File: src/rtl/gshare_branch_predictor_ctrl_if.sv
// rtl/gshare_branch_predictor_ctrl_if.sv - lookup/resolve signal bundle between pipeline and gshare predictor
interface gshare_branch_predictor_ctrl_if #(
  parameter int GHR_BITS = 4
);
  logic                ready;
  logic                lk_valid;
  logic [31:0]         lk_pc;
  logic                pred_valid;
  logic                pred_taken;
  logic [GHR_BITS-1:0] pred_ghr;
  logic                rs_valid;
  logic [31:0]         rs_pc;
  logic [GHR_BITS-1:0] rs_ghr;
  logic                rs_pred;
  logic                rs_taken;
  logic                mispredict;
  logic [GHR_BITS-1:0] arch_ghr;

  // Pipeline side: issues lookups from IF and resolves from ID_EX.
  modport master (
    input  ready, pred_valid, pred_taken, pred_ghr, mispredict, arch_ghr,
    output lk_valid, lk_pc, rs_valid, rs_pc, rs_ghr, rs_pred, rs_taken
  );

  // Predictor side.
  modport slave (
    output ready, pred_valid, pred_taken, pred_ghr, mispredict, arch_ghr,
    input  lk_valid, lk_pc, rs_valid, rs_pc, rs_ghr, rs_pred, rs_taken
  );
endinterface

File: src/rtl/gshare_branch_predictor_ctrl.sv
// rtl/gshare_branch_predictor_ctrl.sv - gshare direction predictor with speculative/committed history and PHT init sweep
module gshare_branch_predictor_ctrl #(
  parameter int GHR_BITS = 4,
  parameter int IDX_BITS = 4,
  parameter int PC_LSB   = 2
) (
  input  logic                          clk,
  input  logic                          reset,
  gshare_branch_predictor_ctrl_if.slave bus
);
  localparam int DEPTH = 1 << IDX_BITS;

  typedef enum logic {S_INIT, S_RUN} state_e;

  state_e              state_q, state_d;
  logic [IDX_BITS-1:0] init_ptr_q, init_ptr_d;
  logic [GHR_BITS-1:0] spec_ghr_q, spec_ghr_d;
  logic [GHR_BITS-1:0] arch_ghr_q, arch_ghr_d;
  logic [GHR_BITS-1:0] pred_ghr_q, pred_ghr_d;
  logic                pred_valid_q, pred_valid_d;
  logic                pred_taken_q, pred_taken_d;
  logic                mispredict_q, mispredict_d;
  logic                ready_q, ready_d;

  logic [1:0]          pht_q [DEPTH];
  logic                pht_we;
  logic [IDX_BITS-1:0] pht_waddr;
  logic [1:0]          pht_wdata;

  logic                lk_acc, rs_acc, rs_mis, lk_bit;
  logic [IDX_BITS-1:0] lk_idx, rs_idx;
  logic [1:0]          rs_cnt;

  // Nothing is accepted until the init sweep has finished.
  assign lk_acc = (state_q == S_RUN) && bus.lk_valid;
  assign rs_acc = (state_q == S_RUN) && bus.rs_valid;
  assign rs_mis = rs_acc && (bus.rs_pred != bus.rs_taken);

  // History is zero-extended into the index width before hashing with the PC.
  assign lk_idx = bus.lk_pc[PC_LSB +: IDX_BITS] ^ IDX_BITS'(spec_ghr_q);
  assign rs_idx = bus.rs_pc[PC_LSB +: IDX_BITS] ^ IDX_BITS'(bus.rs_ghr);
  assign lk_bit = pht_q[lk_idx][1];
  assign rs_cnt = pht_q[rs_idx];

  // Next-state logic: init sweep, then lookups and resolves with repair priority.
  always_comb begin
    state_d      = state_q;
    init_ptr_d   = init_ptr_q;
    spec_ghr_d   = spec_ghr_q;
    arch_ghr_d   = arch_ghr_q;
    pred_ghr_d   = pred_ghr_q;
    pred_taken_d = pred_taken_q;
    pred_valid_d = 1'b0;
    mispredict_d = 1'b0;
    pht_we       = 1'b0;
    pht_waddr    = init_ptr_q;
    pht_wdata    = 2'b01;
    case (state_q)
      S_INIT: begin
        pht_we     = 1'b1;
        init_ptr_d = init_ptr_q + 1'b1;
        if (init_ptr_q == '1) state_d = S_RUN;
      end
      S_RUN: begin
        if (rs_acc) begin
          pht_we    = 1'b1;
          pht_waddr = rs_idx;
          if (bus.rs_taken) pht_wdata = (rs_cnt == 2'b11) ? 2'b11 : rs_cnt + 2'd1;
          else              pht_wdata = (rs_cnt == 2'b00) ? 2'b00 : rs_cnt - 2'd1;
          arch_ghr_d   = {arch_ghr_q[GHR_BITS-2:0], bus.rs_taken};
          mispredict_d = rs_mis;
        end
        // A mispredict squashes the concurrent lookup; the repair owns spec_ghr.
        if (lk_acc && !rs_mis) begin
          pred_valid_d = 1'b1;
          pred_taken_d = lk_bit;
          pred_ghr_d   = spec_ghr_q;
          spec_ghr_d   = {spec_ghr_q[GHR_BITS-2:0], lk_bit};
        end
        if (rs_mis) spec_ghr_d = {bus.rs_ghr[GHR_BITS-2:0], bus.rs_taken};
      end
      default: state_d = S_INIT;
    endcase
    ready_d = (state_d == S_RUN);
  end

  // FSM state and registered outputs.
  always_ff @(posedge clk) begin
    if (reset) begin
      state_q      <= S_INIT;
      init_ptr_q   <= '0;
      spec_ghr_q   <= '0;
      arch_ghr_q   <= '0;
      pred_ghr_q   <= '0;
      pred_valid_q <= 1'b0;
      pred_taken_q <= 1'b0;
      mispredict_q <= 1'b0;
      ready_q      <= 1'b0;
    end else begin
      state_q      <= state_d;
      init_ptr_q   <= init_ptr_d;
      spec_ghr_q   <= spec_ghr_d;
      arch_ghr_q   <= arch_ghr_d;
      pred_ghr_q   <= pred_ghr_d;
      pred_valid_q <= pred_valid_d;
      pred_taken_q <= pred_taken_d;
      mispredict_q <= mispredict_d;
      ready_q      <= ready_d;
    end
  end

  // PHT storage; contents are established by the init sweep, so no reset here.
  always_ff @(posedge clk) begin
    if (pht_we) pht_q[pht_waddr] <= pht_wdata;
  end

  assign bus.ready      = ready_q;
  assign bus.pred_valid = pred_valid_q;
  assign bus.pred_taken = pred_taken_q;
  assign bus.pred_ghr   = pred_ghr_q;
  assign bus.mispredict = mispredict_q;
  assign bus.arch_ghr   = arch_ghr_q;

  // PC bits outside the index window do not take part in the hash.
  logic unused_pc_bits;
  assign unused_pc_bits = ^{bus.lk_pc[31:PC_LSB+IDX_BITS], bus.lk_pc[PC_LSB-1:0],
                            bus.rs_pc[31:PC_LSB+IDX_BITS], bus.rs_pc[PC_LSB-1:0]};
endmodule

File: src/flat_wrapper.sv
// flat-port wrapper written by rule: the top's interface ports become plain ports
module gshare_branch_predictor_ctrl_flat 
#(
  parameter int GHR_BITS = 4,
  parameter int IDX_BITS = 4,
  parameter int PC_LSB   = 2
)
  (clk, reset, bus_ready, bus_pred_valid, bus_pred_taken, bus_pred_ghr, bus_mispredict, bus_arch_ghr, bus_lk_valid, bus_lk_pc, bus_rs_valid, bus_rs_pc, bus_rs_ghr, bus_rs_pred, bus_rs_taken);
  gshare_branch_predictor_ctrl_if #(.GHR_BITS(GHR_BITS)) bus_i ();
  input  logic clk;
  input  logic reset;
  output wire logic [$bits(bus_i.ready)-1:0] bus_ready;
  output wire logic [$bits(bus_i.pred_valid)-1:0] bus_pred_valid;
  output wire logic [$bits(bus_i.pred_taken)-1:0] bus_pred_taken;
  output wire logic [$bits(bus_i.pred_ghr)-1:0] bus_pred_ghr;
  output wire logic [$bits(bus_i.mispredict)-1:0] bus_mispredict;
  output wire logic [$bits(bus_i.arch_ghr)-1:0] bus_arch_ghr;
  input wire logic [$bits(bus_i.lk_valid)-1:0] bus_lk_valid;
  input wire logic [$bits(bus_i.lk_pc)-1:0] bus_lk_pc;
  input wire logic [$bits(bus_i.rs_valid)-1:0] bus_rs_valid;
  input wire logic [$bits(bus_i.rs_pc)-1:0] bus_rs_pc;
  input wire logic [$bits(bus_i.rs_ghr)-1:0] bus_rs_ghr;
  input wire logic [$bits(bus_i.rs_pred)-1:0] bus_rs_pred;
  input wire logic [$bits(bus_i.rs_taken)-1:0] bus_rs_taken;
  assign bus_ready = bus_i.ready;
  assign bus_pred_valid = bus_i.pred_valid;
  assign bus_pred_taken = bus_i.pred_taken;
  assign bus_pred_ghr = bus_i.pred_ghr;
  assign bus_mispredict = bus_i.mispredict;
  assign bus_arch_ghr = bus_i.arch_ghr;
  assign bus_i.lk_valid = bus_lk_valid;
  assign bus_i.lk_pc = bus_lk_pc;
  assign bus_i.rs_valid = bus_rs_valid;
  assign bus_i.rs_pc = bus_rs_pc;
  assign bus_i.rs_ghr = bus_rs_ghr;
  assign bus_i.rs_pred = bus_rs_pred;
  assign bus_i.rs_taken = bus_rs_taken;
  gshare_branch_predictor_ctrl #(.GHR_BITS(GHR_BITS), .IDX_BITS(IDX_BITS), .PC_LSB(PC_LSB)) u_core (.clk(clk), .reset(reset), .bus(bus_i));
endmodule
File: config.mk
export PLATFORM = sky130hd
export DESIGN_NAME = gshare_branch_predictor_ctrl_flat
export DESIGN_NICKNAME = d
export VERILOG_FILES = /design/src/rtl/gshare_branch_predictor_ctrl_if.sv /design/src/rtl/gshare_branch_predictor_ctrl.sv /design/src/flat_wrapper.sv
export SDC_FILE = /design/constraint.sdc
export NUM_CORES = 1
export LEC_CHECK = 0
export CAP_MARGIN = 15
export CORE_ASPECT_RATIO = 2
export CORE_UTILIZATION = 50
export CTS_BUF_LIST = sky130_fd_sc_hd__clkbuf_8
export DETAILED_ROUTE_END_ITERATION = 8
export HOLD_SLACK_MARGIN = 0.05
export PLACE_DENSITY = 0.92
export SLEW_MARGIN = 5
export SYNTH_ARGS = -nofsm -noshare
export SYNTH_HDL_FRONTEND = slang
export SYNTH_SLANG_ARGS = --single-unit
File: constraint.sdc
create_clock -name clk -period 6 [get_ports clk]
set_clock_uncertainty 0.15 [all_clocks]
set_input_delay 1.2 -clock clk [delete_from_list [all_inputs] [get_ports clk]]
set_output_delay 1.2 -clock clk [all_outputs]
set_load 0.02 [all_outputs]
Word level (Yosys, flattened, before mapping)
Memory sizes are Yosys's and may differ from the RTL's.
Cells that the tools add are included.
{"block": "word_totals", "regBits": 20, "ram_bits": 32, "output_inout_bits": 12, "mem_count": 1}
{"name": "u_core.pht_q", "depth": 16, "word_bits": 2, "rd": 2, "rd_clocked_by_memory_dff": 0, "write_ports": 1, "line": "gshare_branch_predictor_ctrl.sv:25", "text": "logic [1:0] pht_q [DEPTH];"}
{"block": "classes", "n_addsub": 3, "eq_ne": 3, "n_mux": 16, "n_bitwise": 4, "n_reduce_logical": 12}
{"op": "$mux W4", "n": 4}
{"op": "$mux W2", "n": 5}
{"op": "$xor A4 B4 Y4", "n": 2}
{"op": "$mux W1", "n": 6}
{"op": "$reduce_and A2 Y1", "n": 3}
{"op": "$add A4 B1 Y4 const B", "n": 1}
{"op": "$eq A4 B4 Y1 const B", "n": 1}
{"op": "$logic_and A1 B1 Y1", "n": 4}
{"op": "$reduce_or A3 Y1", "n": 1}
{"op": "$add A2 B1 Y2 const B", "n": 1}
{"op": "$eq A2 B2 Y1 const B", "n": 1}
{"op": "$logic_not A2 Y1", "n": 1}
{"op": "$not A1 Y1", "n": 2}
{"op": "$pmux W1 S2", "n": 1}
{"op": "$reduce_bool A2 Y1", "n": 1}
{"op": "$reduce_or A2 Y1", "n": 1}
{"op": "$sub A2 B1 Y2 const B", "n": 1}
{"op": "$logic_not A1 Y1", "n": 1}
{"op": "$ne A1 B1 Y1", "n": 1}

Depth between registers and ports, before layout
Gate-level depths: netlist of the first run.
An unclocked memory read counts as a cell.
{"block": "logic_depth", "word_depth": 7, "depth_mapped": 8, "mapped_depth_nobuf": 6}

Worst setup path after synthesis of the first run
No wires, ideal clock.
{"block": "synth_path", "path_kind": "input port to flip-flop", "start": "in bus_rs_pc[2]", "end": "mem u_core.pht_q[0][0], data pin", "arrival_time_ns": 2.901, "required_time_ns": 5.566, "setup_slack_ns": 2.666, "cell_stages": 6, "n_path_buf": 0, "cell_sequence": "xor2_4 > mux4_1 > nand2_1 > and4_4 > a21oi_2 > o21ai_1"}
{"block": "synth_via", "elab_chain_len": 7}
{"element": "start: declaration", "line": "flat_wrapper.sv:21", "text": "input wire logic [$bits(bus_i.rs_pc)-1:0] bus_rs_pc;"}
{"element": "$xor A4 B4 Y4 *", "line": "gshare_branch_predictor_ctrl.sv:41", "text": "assign rs_idx = bus.rs_pc[PC_LSB +: IDX_BITS] ^ IDX_BITS'(bus.rs_ghr);"}
{"element": "$mem_v2 Z16 W2 *"}
{"element": "$sub A2 B1 Y2 (tied with other cells)", "line": "gshare_branch_predictor_ctrl.sv:69", "text": "else pht_wdata = (rs_cnt == 2'b00) ? 2'b00 : rs_cnt - 2'd1;"}
{"element": "$mux W2 (on tied branches)", "line": "gshare_branch_predictor_ctrl.sv:69, gshare_branch_predictor_ctrl.sv:68"}
{"element": "$mux W2 *", "line": "gshare_branch_predictor_ctrl.sv:68", "text": "if (bus.rs_taken) pht_wdata = (rs_cnt == 2'b11) ? 2'b11 : rs_cnt + 2'd1;"}
{"element": "$mux W2 *", "line": "gshare_branch_predictor_ctrl.sv:65", "text": "if (rs_acc) begin"}
{"element": "$mux W2 *", "line": "gshare_branch_predictor_ctrl.sv:58", "text": "case (state_q)"}
{"element": "via u_core.pht_wdata[0]", "line": "gshare_branch_predictor_ctrl.sv:28", "text": "logic [1:0] pht_wdata;"}
{"element": "end: declaration", "line": "gshare_branch_predictor_ctrl.sv:25"}
Mark *: on every way through the listed nets, which the timed path passes. The rest lies on a longest branch.

Final worst setup path of the first run
{"block": "layout_path", "start": "in bus_rs_pc[3]", "end": "mem u_core.pht_q[9][0], data pin"}
Same word-level chain as after synthesis.

==> metrics.yaml, run 1 <==
setup_path:
  r2r-end: "u_core.pht_q[9][0]"
  cp.required_ns: 5.82
  path_max_fanout: 16
  start_kind: "input pin"
  critical_path.endpoint_type: "flop"
  r2r_slack_ns: 3.38
  criticalPathCategory: "in2reg"
  worst_ep_arrival_time_ns: 4.20
  worst_r2r_path_depth: 5
  r2r-start: "u_core.pht_q[9][0]"
finish:
  utilization_pct: 60.57
  drive_above_1_share_pct: 6.926
  fin_nets: 305
  layout_commonest_cell: "nor2_1"
  fin_cells: 288
  area_delta_synth_final_pct: 17.47
  antennaDiodeCount: 0
  final_cell_mix: "39 x nor2_1, 32 x edfxtp_1, 29 x clkdlybuf4s50_1"
place:
  portBuffers: 29
  gp_congestion: 0.8857
  dp_slack_ns: 1.219
  dpl.cell_count: 280
  hpwlAfterDp_um: 4225
grt:
  grt_max_degree: 21
  grt.total_usage_pct: 22.65
  met1_usage_pct: 19.90
  met3_usage_pct: 3.904
  grt_pass1_vias: 1828
  grtUsageMet2_pct: 44.28
  grt_overflow_total: 0
  grt_first_pass_wirelength_um: 8694
  grt_antenna_before_repair: 0
  busiest_layer: "met2"
synthesis:
  syn_inst: 200
  ys_warn_count: 0
  ys_ff_latch: 52
  synth-edff-count: 32
  avgSynthCellArea_um2: 12.42
  synthArstFlopShare_pct: 0
  synth_nets: 275
  synth_ff_type: "edfxtp_1"
  synth_area_um2: 2485
  ys_seq_area_share_pct: 54.78
  ys_types: 32
sta:
  hold_viol_final: 0
  fin_crit_ns: 4.384
  max_freq_ghz: 0.2281
  fin_tns_setup_ns: 0
  setup_slack_ns: 1.616
  grt_setup_unrepaired: "no"
  setup_viol: 0
  slew_viol_final: 0
  worst_slew_pin_slew_ns: 1.071
  min_period_over_period_pct: 73.07
  relSlewSlack_pct: 28.37
pwr:
  power_density_nw_per_um2: 229.8
  leakagePower_nw: 1.014
  p_total_mw: 0.6707
  irDropWorstVdd_uv: 198.1
clocking:
  tritoncts: "done"
  cts_setup_buffers: 0
  htree_levels: 2
  cts_sinks: 52
  worstSkewPairLatency_ns: 0.32
  clock-root-buffer: "clkbuf_8"
  cts_resized: 0
  numCtsBuffers: 5
  clk_pin_slew_ns: 0.11
  hold_buffers: 0
  cts.path.max_buffers: 2
min_path:
  hp-class: "reg2reg"
  min_to: "u_core.bus.arch_ghr[3]"
  worstHoldPathCells: 2
  worstHoldStart: "u_core.bus.arch_ghr[3]"
flow_run:
  max_cap_violations: 0
floorplan:
  dieArea_um2: 5273
  die_height_um: 101.7
  die_width_um: 51.85
  ios: 86
  core_um2: 4820
  num_rows: 36
  start_util_pct: 51.56
routing:
  drc: 0
  drt_iter0_markers: 78
  ant_nets: 0
  avgViaCountPerCell: 6.149
  vias: 1771
  routedWlPerCell_um: 19.15
  drtPass1Iterations: 4
  wl_um: 5516
run_status:
  status: "finished clean"
==> critical path, stage by stage <==
cell and delay, ns:
clkdlybuf4s50_1 0.49, xor2_1 0.84, mux4_1 0.43, nand2_1 0.14, and4_4 0.25, a21oi_2 0.06, o21ai_1 0.78
==> synth_stat cells (all sizes together), types with 3 or more instances <==
cell     n  area (um^2)
nor2b    4        25.02
nor3     4        20.02
nor2    39        146.4
mux2i    7        70.07
nand3    3        15.01
a21oi    9        48.80
nand2   21        78.83
edfxtp  32        960.9
mux4    12        315.3
dfxtp   20        400.4
a22oi    4        30.03
clkbuf   6        22.52
xnor2    5        43.79
nand4    3        31.28
a31oi    3        18.77
xor2    10        121.4
inv      3        11.26
==> where the power goes <==
group | internal, mW | leakage (nW) | switching [mW]
Combinational | 0.0354 | 0.496 | 0.0422
Clock | 0.0852 | 0.0487 | 0.124
Sequential | 0.380 | 0.469 | 0.00374
Total | 0.501 | 1.01 | 0.170
==> cells by family (layout without fill, tap and decap cells) <==
group,count (synthesis),in the layout,synth area share (%)
compound gates,23,23,6.395
xor+xnor,15,15,6.647
fa+ha+maj,1,1,0.5034
simple gates,81,81,14.80
buf+inv,9,40,1.359
flops,52,52,54.78
mux,19,19,15.51
==> layer usage <==
layer / vias to the layer above / routed length, um
li1: 804 / -
met2: 95 / 3193
met1: 849 / 1825
met5: - / 0
met3: 23 / 249
met4: 0 / 248
==> layout make-up <==
type | instances | area (um^2)
clock buffer | 5 | 68.82
tap | 57 | 71.32
sequential | 52 | 1361
timing repair buffer | 29 | 290.3
multi-input combinational | 139 | 1090
fill | 372 | 1901
inverter | 3 | 11.26
clock inverter | 3 | 26.28
==> registers in the layout, indices dropped and copies added (netlist names) <==
name	cells
u_core.bus.arch_ghr	4
u_core.init_ptr_q	4
u_core.bus.pred_valid	1
u_core.spec_ghr_q	4
u_core.pht_q	32
u_core.bus.pred_ghr	4
u_core.bus.mispredict	1
u_core.bus.pred_taken	1
u_core.state_q	1
==> worst max-delay path by stage <==
stage	start	end	slack, ns	depth (start not counted)
floorplan	bus_rs_pc[2]	u_core.pht_q[0][0]	2.67	6
global placement	bus_rs_ghr[1]	u_core.pht_q[8][0]	1.49	7
detailed placement	bus_rs_ghr[1]	u_core.pht_q[9][0]	1.22	7
CTS	bus_rs_pc[3]	u_core.pht_q[9][0]	1.55	7
global route	bus_rs_ghr[1]	u_core.pht_q[10][0]	1.37	7
finish	bus_rs_pc[3]	u_core.pht_q[9][0]	1.62	7
==> per-stage QoR <==
stage	cell area (um^2)	hold WS, ns
2_1_floorplan	2485	0.3580
3_3_place_gp	2824	0.2917
3_5_place_dp	2824	0.2976
4_1_cts	2919	0.3122
5_1_grt	2919	0.3189
6_report	2919	0.3104
No activity file was read; power rests on OpenSTA's default activity.
==> inputs of run 2 (changes only) <==
Settings changed: CORE_UTILIZATION 50 to 42, PLACE_DENSITY 0.92 to 0.83.
Clock period 6 ns to 3.6 ns, I/O delays scaled along.
==> run 2 against run 1 <==
Against the previous run:
- clock-buffer cell count stayed put
- sequential cell count stayed put
- utilization is 8.3 points lower
- via count is 3.8% lower
- combinational power is 78% higher
- sequential share of layout area is 0.98 points lower
==> metrics.yaml, run 2 (synthesized netlist as in run 1, its figures left out) <==
finish:
  fin_cells: 298
  fin_nets: 311
  largest_reg_flops: 32
  finalInstanceArea_um2: 2982
  drive_above_1_share_pct: 9.705
  regMostFlops: "u_core.pht_q"
  layout_commonest_cell: "nor2_1"
  n_fill_cell: 486
  utilization_pct: 52.22
  area_delta_synth_final_pct: 19.99
  antennaDiodeCount: 0
  final_cell_mix: "39 x nor2_1, 32 x edfxtp_1, 29 x clkdlybuf4s50_1"
setup_path:
  critical_path.endpoint_type: "flop"
  critPathBufInv: 2
  crit_family: "buffers and inverters"
  crit_path_start: "bus_rs_pc[2]"
  r2r-start: "u_core.spec_ghr_q[1]"
  crit_end: "u_core.pht_q[11][0]"
  criticalPathCategory: "in2reg"
  worst_r2r_path_depth: 6
  path_max_fanout: 16
  r2r_slack_ns: 1.28
  worst_ep_arrival_time_ns: 3.15
  worstPathCellList: "clkdlybuf4s50_1, xor2_4, buf_12, mux4_1, nand2_1, and4_4, nor2_1, o21ai_2"
  cp.required_ns: 3.48
  max_stage_delay_ns: 0.59
  start_kind: "input pin"
  cpMaxStageDelayCell: "clkdlybuf4s50_1"
  crit_cells: 8
  r2r-end: "u_core.spec_ghr_q[0]"
pwr:
  p_seq_share_pct: 57.8
  leakagePower_nw: 1.037
  p_total_mw: 1.106
  pwr-share-clk_pct: 29.7
  power_density_nw_per_um2: 371.1
  p_int_mw: 0.8350
  p_sw_share_pct: 24.53
  p_comb_share_pct: 12.5
  irDropWorstVdd_uv: 419.9
  switchingPower_mw: 0.2714
floorplan:
  die_width_um: 56.39
  ios: 86
  core_um2: 5709
  start_util_pct: 43.52
  num_rows: 39
  dieArea_um2: 6247
  die_height_um: 110.8
place:
  dpl.cell_count: 290
  gp_congestion: 0.7929
  hpwlAfterDp_um: 3956
  dpl-instance-area_um2: 2887
  dp_slack_ns: -0.3234
  portBuffers: 29
clocking:
  htree_levels: 2
  clock-root-buffer: "clkbuf_8"
  tritoncts: "done"
  worstSkewPairLatency_ns: 0.32
  cts_sinks: 52
  numCtsBuffers: 5
  cts.path.max_buffers: 2
  hold_buffers: 0
  clk_pin_slew_ns: 0.09
routing:
  routedWlPerCell_um: 17.27
  ant_nets: 0
  drtPass1Iterations: 4
  avgViaCountPerCell: 5.715
  drc: 0
  vias: 1703
  drt_iter0_markers: 96
  wl_um: 5146
grt:
  grt_max_degree: 21
  grt_antenna_before_repair: 0
  grt.total_usage_pct: 18.08
  grt_pass1_vias: 1823
  grt_first_pass_wirelength_um: 8259
  grt_overflow_total: 0
sta:
  fin_crit_ns: 3.264
  hold_viol_final: 0
  setup_slack_ns: 0.3357
  max_freq_ghz: 0.3063
  min_period_over_period_pct: 90.67
  worst_slew_pin_slew_ns: 0.7353
  grt_setup_unrepaired: "no"
  slew_viol_final: 0
  setup_viol: 0
  relSlewSlack_pct: 50.83
run_status:
  status: "finished clean"
min_path:
  hp-class: "reg2reg"
  worstHoldPathCells: 2
flow_run:
  max_cap_violations: 0
run 2: changes by cell type in the layout (fill, tap and decap cells not counted), sizes merged:
cell | before | now
clkinv | 2 | 1
clkinvlp | 0 | 2
buf | 0 | 6
inv | 4 | 3
run 2: how the worst min path moves through the flow:
stage	startpoint	end	slack, ns
after floorplan	u_core.spec_ghr_q[3]	u_core.bus.pred_ghr[3]	0.36
after global placement	u_core.bus.arch_ghr[3]	u_core.bus.arch_ghr[3]	0.29
after detailed placement	u_core.bus.arch_ghr[0]	u_core.bus.arch_ghr[1]	0.32
after CTS	u_core.bus.arch_ghr[0]	u_core.bus.arch_ghr[1]	0.33
after global routing	u_core.bus.arch_ghr[3]	u_core.bus.arch_ghr[3]	0.36
final	u_core.bus.arch_ghr[3]	u_core.bus.arch_ghr[3]	0.32
run 2: area by class of cell:
type / instances / area, um^2 / area share, %
Clock inverter: 3 / 18.77 / 0.6295
Sequential cell: 52 / 1361 / 45.66
Tap cell: 61 / 76.32 / 2.560
Multi-Input combinational cell: 139 / 1097 / 36.80
Inverter: 3 / 11.26 / 0.3777
Timing Repair Buffer: 35 / 347.8 / 11.67
Clock buffer: 5 / 68.82 / 2.308
run 2: worst min-delay path, delay by kind of cell, from the launching register on:
kind | cells | cell delay (ns)
compound gates | 1 | 0.06
flops | 1 | 0.32
simple gates | 1 | 0.05
run 2: timing repair:
item | in CTS | in global routing
gates resized for setup | 1 | 1
endpoints found under the setup margin | 16 | 9
setup buffers | 0 | 0
run 2: routing by layer:
| metal | track usage (%) | vias up | wire length, um |
|---|---|---|---|
| met5 | 0 | - | 0 |
| met4 | 15.61 | 0 | 326 |
| met2 | 33.10 | 56 | 2969 |
| li1 | - | 812 | - |
| met3 | 4.784 | 20 | 209 |
| met1 | 14.96 | 815 | 1639 |
run 2: power groups by stage:
stage	logic, mW	registers [mW]	clock network (mW)
2_1_floorplan	0.0809	0.651	0
3_3_place_gp	0.133	0.653	0
3_5_place_dp	0.137	0.653	0
4_1_cts	0.138	0.639	0.333
5_1_grt	0.150	0.641	0.353
6_report	0.138	0.640	0.329
run 2: stage by stage:
| stage | hold WS, ns | setup TNS [ns] |
|---|---|---|
| after floorplan | 0.3580 | 0 |
| after global routing | 0.3613 | 0 |
| final | 0.3230 | 0 |
| after global placement | 0.2916 | -4.760 |
| after CTS | 0.3281 | 0 |
| after detailed placement | 0.3152 | -7.323 |
==> inputs of run 3 (changes only) <==
Settings changed: REMOVE_ABC_BUFFERS set to 1.
==> run 3 against run 2 <==
Against the previous run:
- critical path depth fell by 1
- design area barely moved
- non-clock buffer count rose by 1
- via count rose by 0.23%
- combinational power barely moved
- clock power rose by 4%
- setup slack got worse by 0.019 ns
- routed wire length fell by 0.93%
- sequential share of layout area barely moved
- clock-buffer cell count did not move
- sequential power barely moved
- critical path type unchanged
==> metrics.yaml, run 3 (synthesized netlist as in run 1, its figures left out) <==
run_status:
  status: "finished clean"
setup_path:
  crit_end: "u_core.pht_q[8][0]"
  critical_path.endpoint_type: "flop"
  max_stage_delay_ns: 0.64
  worst_r2r_path_depth: 6
  r2r_slack_ns: 1.18
  path_max_fanout: 16
  worst_ep_arrival_time_ns: 3.17
  cpMaxStageDelayCell: "mux4_1"
  r2r-start: "u_core.spec_ghr_q[0]"
  crit_path_start: "bus_rs_pc[2]"
  start_kind: "input pin"
  cp.required_ns: 3.49
  r2r-end: "u_core.spec_ghr_q[0]"
  worstPathCellList: "clkdlybuf4s50_1, xor2_4, mux4_1, nand2_1, and4_4, nor2_1, o21ai_2"
  criticalPathCategory: "in2reg"
flow_run:
  max_cap_violations: 0
sta:
  min_period_over_period_pct: 91.20
  setup_viol: 0
  max_freq_ghz: 0.3046
  fin_crit_ns: 3.283
  grt_setup_unrepaired: "no"
  worst_slew_pin_slew_ns: 0.7267
  fin_tns_setup_ns: 0
  relSlewSlack_pct: 51.40
  slew_viol_final: 0
  hold_viol_final: 0
grt:
  grt_antenna_before_repair: 0
  grt.total_usage_pct: 17.41
  grt_max_degree: 21
  grt_first_pass_wirelength_um: 8045
  grt_overflow_total: 0
  grt_pass1_vias: 1729
routing:
  routedWlPerCell_um: 17.05
  wl_met2_um: 3011
  highest_layer: "met4"
  avgViaCountPerCell: 5.709
  vias: 1707
  wl_met3_um: 186
  ant_nets: 0
  drt_iter0_markers: 63
  drtPass1Iterations: 4
  wl_um: 5098
  drt-met1-wl_um: 1693
  drc: 0
finish:
  final_cell_mix: "39 x nor2_1, 32 x edfxtp_1, 29 x clkdlybuf4s50_1"
  area_delta_synth_final_pct: 20.09
  finalInstanceArea_um2: 2984
  antennaDiodeCount: 0
  regMostFlops: "u_core.pht_q"
  largest_reg_flops: 32
  fin_nets: 312
  drive_above_1_share_pct: 10.50
  layout_commonest_cell: "nor2_1"
clocking:
  numCtsBuffers: 5
  clock-root-buffer: "clkbuf_8"
  worstSkewPairLatency_ns: 0.32
  htree_levels: 2
  hold_buffers: 0
  clk_pin_slew_ns: 0.10
  tritoncts: "done"
  cts.path.max_buffers: 2
  cts_sinks: 52
pwr:
  power_density_nw_per_um2: 374.2
  irDropWorstVdd_uv: 309.6
  p_total_mw: 1.117
  leakagePower_nw: 1.048
place:
  gp_congestion: 0.8741
  dpl-instance-area_um2: 2882
  portBuffers: 29
  hpwlAfterDp_um: 3929
floorplan:
  die_width_um: 56.39
  core_um2: 5709
  ios: 86
  die_height_um: 110.8
  start_util_pct: 43.52
  num_rows: 39
  dieArea_um2: 6247
min_path:
  hp-class: "reg2reg"
==> run 3: changes by cell type in the layout (fill, tap and decap cells not counted), sizes merged <==
cell and change:
buf +1, clkinv +1, clkinvlp -2, inv +1
==> run 3: area by class of cell <==
type                            count  area [um^2]
Sequential cell                    52         1361
Tap cell                           61        76.32
Multi-Input combinational cell    139         1097
Fill cell                         481         2725
Timing Repair Buffer               36        342.8
Clock inverter                      3        26.28
Clock buffer                        5        68.82
Inverter                            3        11.26
==> run 3: power breakdown <==
group / internal, mW / total (mW) / switching [mW]
Clock: 0.142 / 0.341 / 0.199
Combinational: 0.0656 / 0.137 / 0.0711
Sequential: 0.634 / 0.640 / 0.00593
Total: 0.841 / 1.12 / 0.276
==> run 3: per-layer routing <==
metal	global-route usage, %	up-vias
met5	0	-
met4	10.41	0
met3	3.267	15
met2	33.57	61
met1	15.84	817
li1	-	814
==> run 3: how the worst min path moves through the flow <==
stage                                start                endpoint  slack [ns]  depth (start not counted)
finish              u_core.bus.arch_ghr[3]  u_core.bus.arch_ghr[3]        0.31                          2
global route        u_core.bus.arch_ghr[3]  u_core.bus.arch_ghr[3]        0.35                          2
CTS                 u_core.bus.arch_ghr[3]  u_core.bus.arch_ghr[3]        0.32                          2
detailed placement  u_core.bus.arch_ghr[3]  u_core.bus.arch_ghr[3]        0.30                          2
global placement    u_core.bus.arch_ghr[3]  u_core.bus.arch_ghr[3]        0.29                          2
floorplan             u_core.spec_ghr_q[0]    u_core.spec_ghr_q[0]        0.35                          2
==> run 3: worst max-delay path, delay by kind of cell <==
family	cells	cell delay, ns
AOI/OAI and AO/OA	1	0.47
xor gates and xnor gates	1	0.32
buffers and inverters	1	0.61
muxes	1	0.64
and+or+nand+nor	3	0.40
==> run 3: what timing repair did <==
action,4_1_cts,5_1_grt
setup buffers,0,0
endpoints found under the setup margin,16,16
gates resized for setup,1,1
==> run 3: stage by stage <==
step	instances	worst slack [ns]	utilization [%]	hold slack (ns)
3_5_place_dp	291	-0.3291	50.47	0.3044
4_1_cts	299	0.1542	52.20	0.3188
2_1_floorplan	194	0.7194	-	0.3526
5_1_grt	299	0.1858	52.27	0.3471
6_report	299	0.3169	52.27	0.3145
3_3_place_gp	291	-0.2615	50.47	0.2938
